[config.mk]
export PLATFORM = sky130hd
export DESIGN_NAME = rtc_bus_engine
export DESIGN_NICKNAME = d
export VERILOG_FILES = /design/src/rtl/rtc_bus_pkg.sv /design/src/rtl/rtc_phase_timer.sv /design/src/rtl/rtc_bus_engine.sv
export SDC_FILE = /design/constraint.sdc
export NUM_CORES = 1
export LEC_CHECK = 0
export BUFFER_PORTS_ARGS = -buffer_cell sky130_fd_sc_hd__buf_4
export CAP_MARGIN = 20
export CORE_AREA = 2 2 84 86
export CTS_CLUSTER_DIAMETER = 50
export DETAILED_ROUTE_END_ITERATION = 12
export DIE_AREA = 0 0 86 88
export PLACE_DENSITY = 0.65
export SYNTH_ARGS = -nofsm -noshare
export SYNTH_HDL_FRONTEND = slang
export SYNTH_SLANG_ARGS = --single-unit
export TNS_END_PERCENT = 10
[constraint.sdc]
create_clock -name clk -period 3.3 [get_ports clk]
set_input_delay 0.66 -clock clk [delete_from_list [all_inputs] [get_ports clk]]
set_output_delay 0.66 -clock clk [all_outputs]
set_load 0.02 [all_outputs]
[src/rtl/rtc_bus_pkg.sv]
// Shared state encoding and default phase timings for the RTC bus engine.
package rtc_bus_pkg;
    localparam int ST_W = 4;

    typedef enum logic [ST_W-1:0] {
        IDLE = 4'd0,
        ASET = 4'd1,
        ASTB = 4'd2,
        AHLD = 4'd3,
        REC1 = 4'd4,
        DRD  = 4'd5,
        DWR  = 4'd6,
        DHLD = 4'd7,
        REC2 = 4'd8
    } state_t;

    localparam int T_ADS_DEF = 2;
    localparam int T_CS_DEF  = 6;
    localparam int T_AH_DEF  = 2;
    localparam int T_REC_DEF = 10;
    localparam int T_RD_DEF  = 8;
    localparam int T_WR_DEF  = 8;
    localparam int T_DH_DEF  = 2;
    localparam int CNT_W_DEF = 6;
endpackage

[src/rtl/rtc_phase_timer.sv]
// Loadable down-counter; o_expired is high while the count sits at zero.
module rtc_phase_timer #(
    parameter int CNT_W = 6
) (
    input  logic             clk,
    input  logic             reset,
    input  logic             i_load,
    input  logic [CNT_W-1:0] i_load_val,
    output logic [CNT_W-1:0] o_cnt,
    output logic             o_expired
);
    logic [CNT_W-1:0] r_cnt;

    always_ff @(posedge clk) begin
        if (reset)
            r_cnt <= '0;
        else if (i_load)
            r_cnt <= i_load_val;
        else if (r_cnt != '0)
            r_cnt <= r_cnt - 1'b1;
    end

    assign o_cnt     = r_cnt;
    assign o_expired = (r_cnt == '0);
endmodule

[src/rtl/rtc_bus_engine.sv]
// Multiplexed address/data RTC bus transaction engine with burst support.
// Outputs are decoded from the next state so every strobe is registered.
module rtc_bus_engine
    import rtc_bus_pkg::*;
#(
    parameter int DW        = 8,
    parameter int MAX_BEATS = 16,
    parameter int T_ADS     = T_ADS_DEF,
    parameter int T_CS      = T_CS_DEF,
    parameter int T_AH      = T_AH_DEF,
    parameter int T_REC     = T_REC_DEF,
    parameter int T_RD      = T_RD_DEF,
    parameter int T_WR      = T_WR_DEF,
    parameter int T_DH      = T_DH_DEF,
    parameter int CNT_W     = CNT_W_DEF,
    localparam int LW       = (MAX_BEATS > 1) ? $clog2(MAX_BEATS) : 1
) (
    input  logic          clk,
    input  logic          reset,
    input  logic          i_req,
    input  logic          i_rw,
    input  logic [DW-1:0] i_addr,
    input  logic [LW-1:0] i_len,
    output logic          o_ack,
    input  logic [DW-1:0] i_wdata,
    output logic          o_wdata_pop,
    output logic [DW-1:0] o_rdata,
    output logic          o_rdata_valid,
    output logic          o_busy,
    output logic          o_done,
    output logic          o_ad_n,
    output logic          o_cs_n,
    output logic          o_rd_n,
    output logic          o_wr_n,
    output logic [DW-1:0] o_bus_out,
    output logic          o_bus_oe,
    input  logic [DW-1:0] i_bus_in
);
    state_t          r_state;
    state_t          w_nxt_state;
    logic            r_rw;
    logic [DW-1:0]   r_addr;
    logic [DW-1:0]   w_nxt_addr;
    logic [LW-1:0]   r_len;
    logic [LW-1:0]   r_beat;
    logic [CNT_W-1:0] w_cnt;
    logic [CNT_W-1:0] w_load_val;
    logic            w_expired;
    logic            w_load;
    logic            w_last_nxt;
    logic            w_start;
    logic            w_last_beat;
    logic            w_rd_capture;

    assign w_start      = (r_state == IDLE) && i_req;
    assign w_last_beat  = (r_beat == r_len);
    assign w_rd_capture = (r_state == DRD) && w_expired;

    always_comb begin
        w_nxt_state = r_state;
        w_nxt_addr  = r_addr;
        case (r_state)
            IDLE: if (i_req) begin
                w_nxt_state = ASET;
                w_nxt_addr  = i_addr;
            end
            ASET: if (w_expired) w_nxt_state = ASTB;
            ASTB: if (w_expired) w_nxt_state = AHLD;
            AHLD: if (w_expired) w_nxt_state = REC1;
            REC1: if (w_expired) w_nxt_state = r_rw ? DRD : DWR;
            DRD:  if (w_expired) w_nxt_state = REC2;
            DWR:  if (w_expired) w_nxt_state = DHLD;
            DHLD: if (w_expired) w_nxt_state = REC2;
            REC2: if (w_expired) begin
                if (w_last_beat) begin
                    w_nxt_state = IDLE;
                end else begin
                    w_nxt_state = ASET;
                    w_nxt_addr  = r_addr + 1'b1;
                end
            end
            default: w_nxt_state = IDLE;
        endcase
    end

    always_comb begin
        w_load_val = '0;
        case (w_nxt_state)
            ASET:       w_load_val = CNT_W'(T_ADS - 1);
            ASTB:       w_load_val = CNT_W'(T_CS - 1);
            AHLD:       w_load_val = CNT_W'(T_AH - 1);
            REC1, REC2: w_load_val = CNT_W'(T_REC - 1);
            DRD:        w_load_val = CNT_W'(T_RD - 1);
            DWR:        w_load_val = CNT_W'(T_WR - 1);
            DHLD:       w_load_val = CNT_W'(T_DH - 1);
            default:    w_load_val = '0;
        endcase
    end

    assign w_load = (w_nxt_state != r_state);
    // True when the coming cycle is the final cycle of its phase.
    assign w_last_nxt = w_load ? (w_load_val == '0) : (w_cnt == CNT_W'(1));

    rtc_phase_timer #(.CNT_W(CNT_W)) u_timer (
        .clk        (clk),
        .reset      (reset),
        .i_load     (w_load),
        .i_load_val (w_load_val),
        .o_cnt      (w_cnt),
        .o_expired  (w_expired)
    );

    always_ff @(posedge clk) begin
        if (reset) begin
            r_state       <= IDLE;
            r_rw          <= 1'b0;
            r_addr        <= '0;
            r_len         <= '0;
            r_beat        <= '0;
            o_ack         <= 1'b0;
            o_wdata_pop   <= 1'b0;
            o_rdata       <= '0;
            o_rdata_valid <= 1'b0;
            o_busy        <= 1'b0;
            o_done        <= 1'b0;
            o_ad_n        <= 1'b1;
            o_cs_n        <= 1'b1;
            o_rd_n        <= 1'b1;
            o_wr_n        <= 1'b1;
            o_bus_out     <= '0;
            o_bus_oe      <= 1'b0;
        end else begin
            r_state       <= w_nxt_state;
            r_addr        <= w_nxt_addr;
            o_ack         <= w_start;
            o_busy        <= (w_nxt_state != IDLE);
            o_done        <= (r_state == REC2) && w_expired && w_last_beat;
            o_wdata_pop   <= (w_nxt_state == REC1) && w_last_nxt && !r_rw;
            o_rdata_valid <= w_rd_capture;
            if (w_rd_capture)
                o_rdata <= i_bus_in;

            if (w_start) begin
                r_rw   <= i_rw;
                r_len  <= i_len;
                r_beat <= '0;
            end else if ((r_state == REC2) && w_expired && !w_last_beat) begin
                r_beat <= r_beat + 1'b1;
            end

            if (w_nxt_state == ASET)
                o_bus_out <= w_nxt_addr;
            else if (o_wdata_pop)
                o_bus_out <= i_wdata;

            o_ad_n   <= 1'b1;
            o_cs_n   <= 1'b1;
            o_rd_n   <= 1'b1;
            o_wr_n   <= 1'b1;
            o_bus_oe <= 1'b0;
            case (w_nxt_state)
                ASET: begin o_ad_n <= 1'b0; o_bus_oe <= 1'b1; end
                ASTB: begin
                    o_ad_n   <= 1'b0;
                    o_cs_n   <= 1'b0;
                    o_wr_n   <= 1'b0;
                    o_bus_oe <= 1'b1;
                end
                AHLD: begin o_ad_n <= 1'b0; o_bus_oe <= 1'b1; end
                DRD:  begin o_cs_n <= 1'b0; o_rd_n <= 1'b0; end
                DWR:  begin o_cs_n <= 1'b0; o_wr_n <= 1'b0; o_bus_oe <= 1'b1; end
                DHLD: o_bus_oe <= 1'b1;
                default: ;
            endcase
        end
    end
endmodule

==> impl_metrics.toml, run 1 <==
[critical_path]
cp-start-kind = "flop"
path_buf_inv = 2
r2r_slack_ns = 0.27
crit_fanout = 16
worst_ep_required_time_ns = 3.53
endpoint_kind = "flop"
worstSetupPathType = "flop to flop"
cp.arrival_ns = 3.26
r2r-end = "o_bus_out[6]"
slowest_delay_ns = 0.42
reg2regPathDepth = 12
cpMaxStageDelayCell = "nor3b_4"
critPathTopFamily = "simple AND/OR/NAND/NOR gates"
rr_startpoint = "u_timer.o_cnt[0]"
path_cells = "inv_1 -> ha_1 -> nor3b_4 -> nand2_2 -> nor4_4 -> nor3_1 -> a22o_1 -> inv_1 -> ha_1 -> and2_4 -> a211oi_1 -> a211oi_1"

[hold_path]
min_path_cells = 2
whs_endpoint = "r_len[2]"
hold_path.class = "flop to flop"
hp-start = "r_len[2]"

[final_layout]
fillers = 635
final_area_um2 = 3410
post-route-util_pct = 51.3
n_antenna_cell = 0
nets = 419
layoutNonFillerInstCount = 460
areaGrowthSynthToFinish_pct = 18.2
drive_above_1_share_pct = 24.5

[timing]
tightestPinTransition_ns = 0.617
finalWorstSetupSlack_ns = 0.270
max-slew-margin-rel_pct = 58.6
fmax_mhz = 330
min_period_over_period_pct = 91.8
report.final.slew_viol_count = 0
finalHoldViolations = 0
min_period_ns = 3.03
setup_tns_ns = 0
rsz0062_at_grt = "no"
holdWs_ns = 0.477
setup_viol_count_final = 0
fin_worst_skew_ns = 0.00572

[synth]
yosysTopAreaCell = "dfxtp_1"
synthFlopType = "dfxtp_1"
syn_inst = 335
synth_top_area_share_pct = 36.8
synth.distinct_cells = 62
synth.net_count = 375
async_reset_ff_share_pct = 0
synth_seq_cells = 53
synth_top_cells_by_area = "dfxtp_1 (37%), mux2i_1 (6.6%), nor2_1 (6.4%)"
synth_warnings = 0
synth_edf_count = 0
synth_area_um2 = 2890
yosysMostFrequentCell = "dfxtp_1"
synth_area_per_cell_um2 = 8.61
synth_common_cells = "dfxtp_1 (53), nor2_1 (49), nand2_1 (28), a21oi_1 (19), mux2i_1 (19)"
ys_seq_area_share_pct = 36.8

[clock_tree]
insertion_delay_ns = 0.32
cts_tree = "built"
cts-root-buf = "clkbuf_8"
h-tree-depth = 2
ctsHoldBuffers = 0
clk_pin_slew_ns = 0.10
cts_sinks = 53
numCtsBuffers = 5
postCtsSetupRepairBufs = 0
cts_buffer_depth = 2
post_cts_resized = 0

[placed_design]
dpl.hpwl_mm = 4.66
placedInstanceArea_um2 = 3310
place_congestion = 0.834
place_inst = 452
pre_cts_slack_ns = 0.308
port_buffers = 57

[drt]
routedWlPerCell_um = 14.2
vias = 2497
viasPerCell = 5.43
dr.first_iter.drc_count = 127
first_pass_iters = 4
finalWirelength_mm = 6.55
drtAntennaViolNets = 0
drt_drc_violations_left = 0

[floorplan]
core_area_um2 = 6640
rows = 30
start_util_pct = 43.4
die_height_um = 88
die_w_um = 86
io-pin-count = 58
die_area_um2 = 7570

[global_route]
grt_pass1_vias = 2360
grt_overflow_total = 0
grt_pass1_wl_mm = 11.1
track_usage_pct = 18.2
grt_max_degree = 55
antenna_found_initial = 0

[power]
leakage_nw = 1.45
p_per_area_nw_per_um2 = 792
p_total_mw = 2.70
ir_worst_vdd_uv = 301

[flow_run]
drv_cap = 0

[status]
status = "finished clean"
[cells by family (layout without fill, tap and decap cells)]
logic type | count (synthesis) | count (layout) | share of synthesized area, %
XOR/XNOR | 9 | 9 | 2.73
AO/OA/AOI/OAI | 72 | 72 | 18.0
adder cells (fa/ha/maj) | 8 | 8 | 3.47
buffers and inverters | 33 | 78 | 5.77
multiplexers | 20 | 20 | 6.98
flip-flops | 53 | 53 | 36.8
AND/OR/NAND/NOR | 140 | 140 | 26.3
[placed cells by master (no fill, tap or decap), types with 6 or more instances in the layout]
| cell type | count |
|---|---|
| a21o_1 | 6 |
| nand2_1 | 28 |
| inv_1 | 8 |
| nand3_1 | 8 |
| nor2_1 | 49 |
| mux2i_1 | 19 |
| buf_4 | 62 |
| dfxtp_1 | 53 |
| a211oi_1 | 12 |
| a21oi_1 | 19 |
| nor3_1 | 15 |
| ha_1 | 8 |
| nor2b_1 | 8 |
[worst max-delay path by stage]
stage	from	endpoint	slack [ns]	cells past startpoint
floorplan	u_timer.o_cnt[0]	o_bus_out[2]	0.65	15
global placement	u_timer.o_cnt[0]	o_bus_out[4]	0.48	12
detailed placement	u_timer.o_cnt[0]	o_bus_out[4]	0.31	12
CTS	u_timer.o_cnt[0]	o_bus_out[6]	0.26	12
global route	u_timer.o_cnt[0]	o_bus_out[6]	0.002	12
finish	u_timer.o_cnt[0]	o_bus_out[6]	0.27	12
[final cells by class]
cell class / count / area, µm² / share of cell area, %
Clock buffer: 5 / 68.8 / 2.02
Clock inverter: 3 / 26.3 / 0.771
Inverter: 8 / 30.0 / 0.881
Multi-Input combinational cell: 249 / 1660 / 48.6
Sequential cell: 53 / 1060 / 31.1
Tap cell: 80 / 100 / 2.94
Timing Repair Buffer: 62 / 465 / 13.7
[flip-flops by register name, indices dropped and copies added (netlist names), 4 cells and up]
signal         count
o_rdata            8
r_addr             8
o_bus_out          8
r_beat             4
u_timer.o_cnt      6
r_len              4
r_state            4
[routing by layer]
layer	vias up	part of all wire, %	GRT usage (%)
li1	1277	-	-
met1	1168	49	24.4
met2	44	46	29.0
met3	8	3.6	3.68
met4	0	1.7	6.93
met5	-	0	0
[report_power, final]
| part | switching [mW] | internal [mW] |
|---|---|---|
| registers | 0.138 | 0.777 |
| logic | 0.832 | 0.563 |
| clock network | 0.235 | 0.155 |
| total | 1.21 | 1.49 |
[worst min-delay path, cell delays in order (launching register included)]
cell and delay, ns:
dfxtp_1 0.33, nand2_1 0.05, a21oi_1 0.05
(Power assumes the default switching activity.)
==> run 2: changes to the inputs <==
--- a/config.mk
+++ b/config.mk
@@ -7,11 +7,11 @@
 export LEC_CHECK = 0
 export BUFFER_PORTS_ARGS = -buffer_cell sky130_fd_sc_hd__buf_4
 export CAP_MARGIN = 20
-export CORE_AREA = 2 2 84 86
+export CORE_AREA = 2 2 76 78
 export CTS_CLUSTER_DIAMETER = 50
 export DETAILED_ROUTE_END_ITERATION = 12
-export DIE_AREA = 0 0 86 88
-export PLACE_DENSITY = 0.65
+export DIE_AREA = 0 0 78 80
+export PLACE_DENSITY = 0.78
 export SYNTH_ARGS = -nofsm -noshare
 export SYNTH_HDL_FRONTEND = slang
 export SYNTH_SLANG_ARGS = --single-unit
==> run 2 against run 1 <==
  * Cell count down 1.3%
  * Clock skew increased by 0.0047 ns
  * First-iteration DRC count is 100% higher
  * Critical endpoint is now o_bus_out[4]
==> impl_metrics.toml, run 2 (synthesized netlist as in run 1, its figures left out) <==
[placed_design]
dpl.hpwl_mm = 4.50
place_inst = 444
port_buffers = 57
place_congestion = 0.875

[power]
leakage_nw = 1.47
p_total_mw = 2.79
p_per_area_nw_per_um2 = 813
ir_worst_vdd_uv = 467

[timing]
finalHoldViolations = 0
fin_worst_skew_ns = 0.0104
holdWs_ns = 0.481
tightestPinTransition_ns = 0.659
report.final.slew_viol_count = 0
rsz0062_at_grt = "no"
max-slew-margin-rel_pct = 55.8
fmax_mhz = 359
min_period_ns = 2.79
setup_viol_count_final = 0
min_period_over_period_pct = 84.5
setup_tns_ns = 0

[hold_path]
whs_endpoint = "r_len[3]"
hold_path.class = "flop to flop"
hp-start = "r_len[3]"
min_path_cells = 2

[clock_tree]
cts_sinks = 53
h-tree-depth = 2
cts_buffer_depth = 2
insertion_delay_ns = 0.31
numCtsBuffers = 5
cts-root-buf = "clkbuf_8"
cts_tree = "built"
clk_pin_slew_ns = 0.10
post_cts_resized = 0

[drt]
vias = 2539
finalWirelength_mm = 6.40
drtAntennaViolNets = 0
dr.first_iter.drc_count = 256
routedWlPerCell_um = 14.1
drt_drc_violations_left = 0
first_pass_iters = 5
viasPerCell = 5.59

[critical_path]
endpoint_kind = "flop"
critPathTopFamily = "simple AND/OR/NAND/NOR gates"
path_cells = "inv_1 -> ha_1 -> nor3b_4 -> nand2_2 -> nor4_4 -> nor3_1 -> a22o_1 -> inv_1 -> ha_1 -> and2_4 -> a211oi_1 -> a211oi_1"
cp.arrival_ns = 3.01
worst_ep_required_time_ns = 3.52
r2r-end = "o_bus_out[4]"
crit_fanout = 16
cpMaxStageDelayCell = "dfxtp_1"
slowest_delay_ns = 0.34
cp-start-kind = "flop"
worstSetupPathType = "flop to flop"
path_buf_inv = 2
reg2regPathDepth = 12
rr_startpoint = "u_timer.o_cnt[0]"
r2r_slack_ns = 0.51

[final_layout]
areaGrowthSynthToFinish_pct = 19.0
layout_common_cells = "buf_4 (64), dfxtp_1 (53), nor2_1 (49), nand2_1 (28)"
layout_commonest_cell = "buf_4"
multi_input_area_um2 = 1660
layoutNonFillerInstCount = 454
fillers = 500
regArea_um2 = 1060
drive_above_1_share_pct = 24.9
post-route-util_pct = 63.5
nets = 421
largestRegisters = "o_bus_out x8, o_rdata x8, r_addr x8"
n_antenna_cell = 0

[global_route]
use_met2_pct = 34.7
track_usage_pct = 21.4
antenna_found_initial = 0
top_usage_layer = "met2"
grt_util_met1_pct = 29.4
grt_max_degree = 55
grt_pass1_vias = 2310
grt_pass1_wl_mm = 10.7
grt_overflow_total = 0
use_met3_pct = 2.71

[floorplan]
rows = 27
die_height_um = 80
core_area_um2 = 5410
die_area_um2 = 6240
die_w_um = 78
start_util_pct = 53.4
io-pin-count = 58

[flow_run]
drv_cap = 0

[status]
status = "finished clean"
==> run 2: what timing repair did <==
| action | in CTS | in global routing |
|---|---|---|
| setup buffers | 0 | 2 |
| hold buffers | 0 | 0 |
| endpoints found under the setup margin | 0 | 3 |
==> run 2: final cells by class <==
| class | count | area share [%] |
|---|---|---|
| Sequential cell | 53 | 30.9 |
| Clock inverter | 3 | 1.28 |
| Multi-Input combinational cell | 249 | 48.3 |
| Tap cell | 72 | 2.62 |
| Clock buffer | 5 | 2.01 |
| Inverter | 8 | 0.875 |
| Timing Repair Buffer | 64 | 14.0 |
==> run 2: worst max-delay path by stage <==
stage | startpoint | to | slack (ns) | depth (start not counted)
2_1_floorplan | u_timer.o_cnt[0] | o_bus_out[2] | 0.65 | 15
3_3_place_gp | u_timer.o_cnt[0] | o_bus_out[4] | 0.50 | 12
3_5_place_dp | u_timer.o_cnt[0] | o_bus_out[4] | 0.34 | 12
4_1_cts | u_timer.o_cnt[0] | o_bus_out[4] | 0.30 | 12
5_1_grt | u_timer.o_cnt[0] | o_bus_out[4] | 0.20 | 12
6_report | u_timer.o_cnt[0] | o_bus_out[4] | 0.51 | 12
==> run 2: stage by stage <==
step           area, µm²  setup WS (ns)
2_1_floorplan       2890          0.645
3_3_place_gp        3300          0.500
3_5_place_dp        3300          0.339
4_1_cts             3420          0.303
5_1_grt             3430          0.204
6_report            3430          0.513
==> run 2: report_power, final <==
part / switching (mW) / leakage [nW] / internal [mW] / total (mW)
registers: 0.136 / 0.434 / 0.776 / 0.913
logic: 0.841 / 0.983 / 0.585 / 1.43
clock network: 0.225 / 0.0585 / 0.228 / 0.453
==> run 2: per-layer routing <==
| layer | share of wire (%) | vias to the layer above |
|---|---|---|
| li1 | - | 1276 |
| met1 | 47 | 1195 |
| met2 | 48 | 62 |
| met3 | 3.6 | 6 |
| met4 | 1.1 | 0 |
| met5 | 0 | - |
==> run 2: worst reg2reg max path, delay by kind of cell (launching register included) <==
kind,cells,cell delay [ns]
and+or+nand+nor,5,1.19
DFF,1,0.34
adders and majority gates,2,0.41
AOI/OAI and AO/OA,3,0.58
buffers and inverters,2,0.20
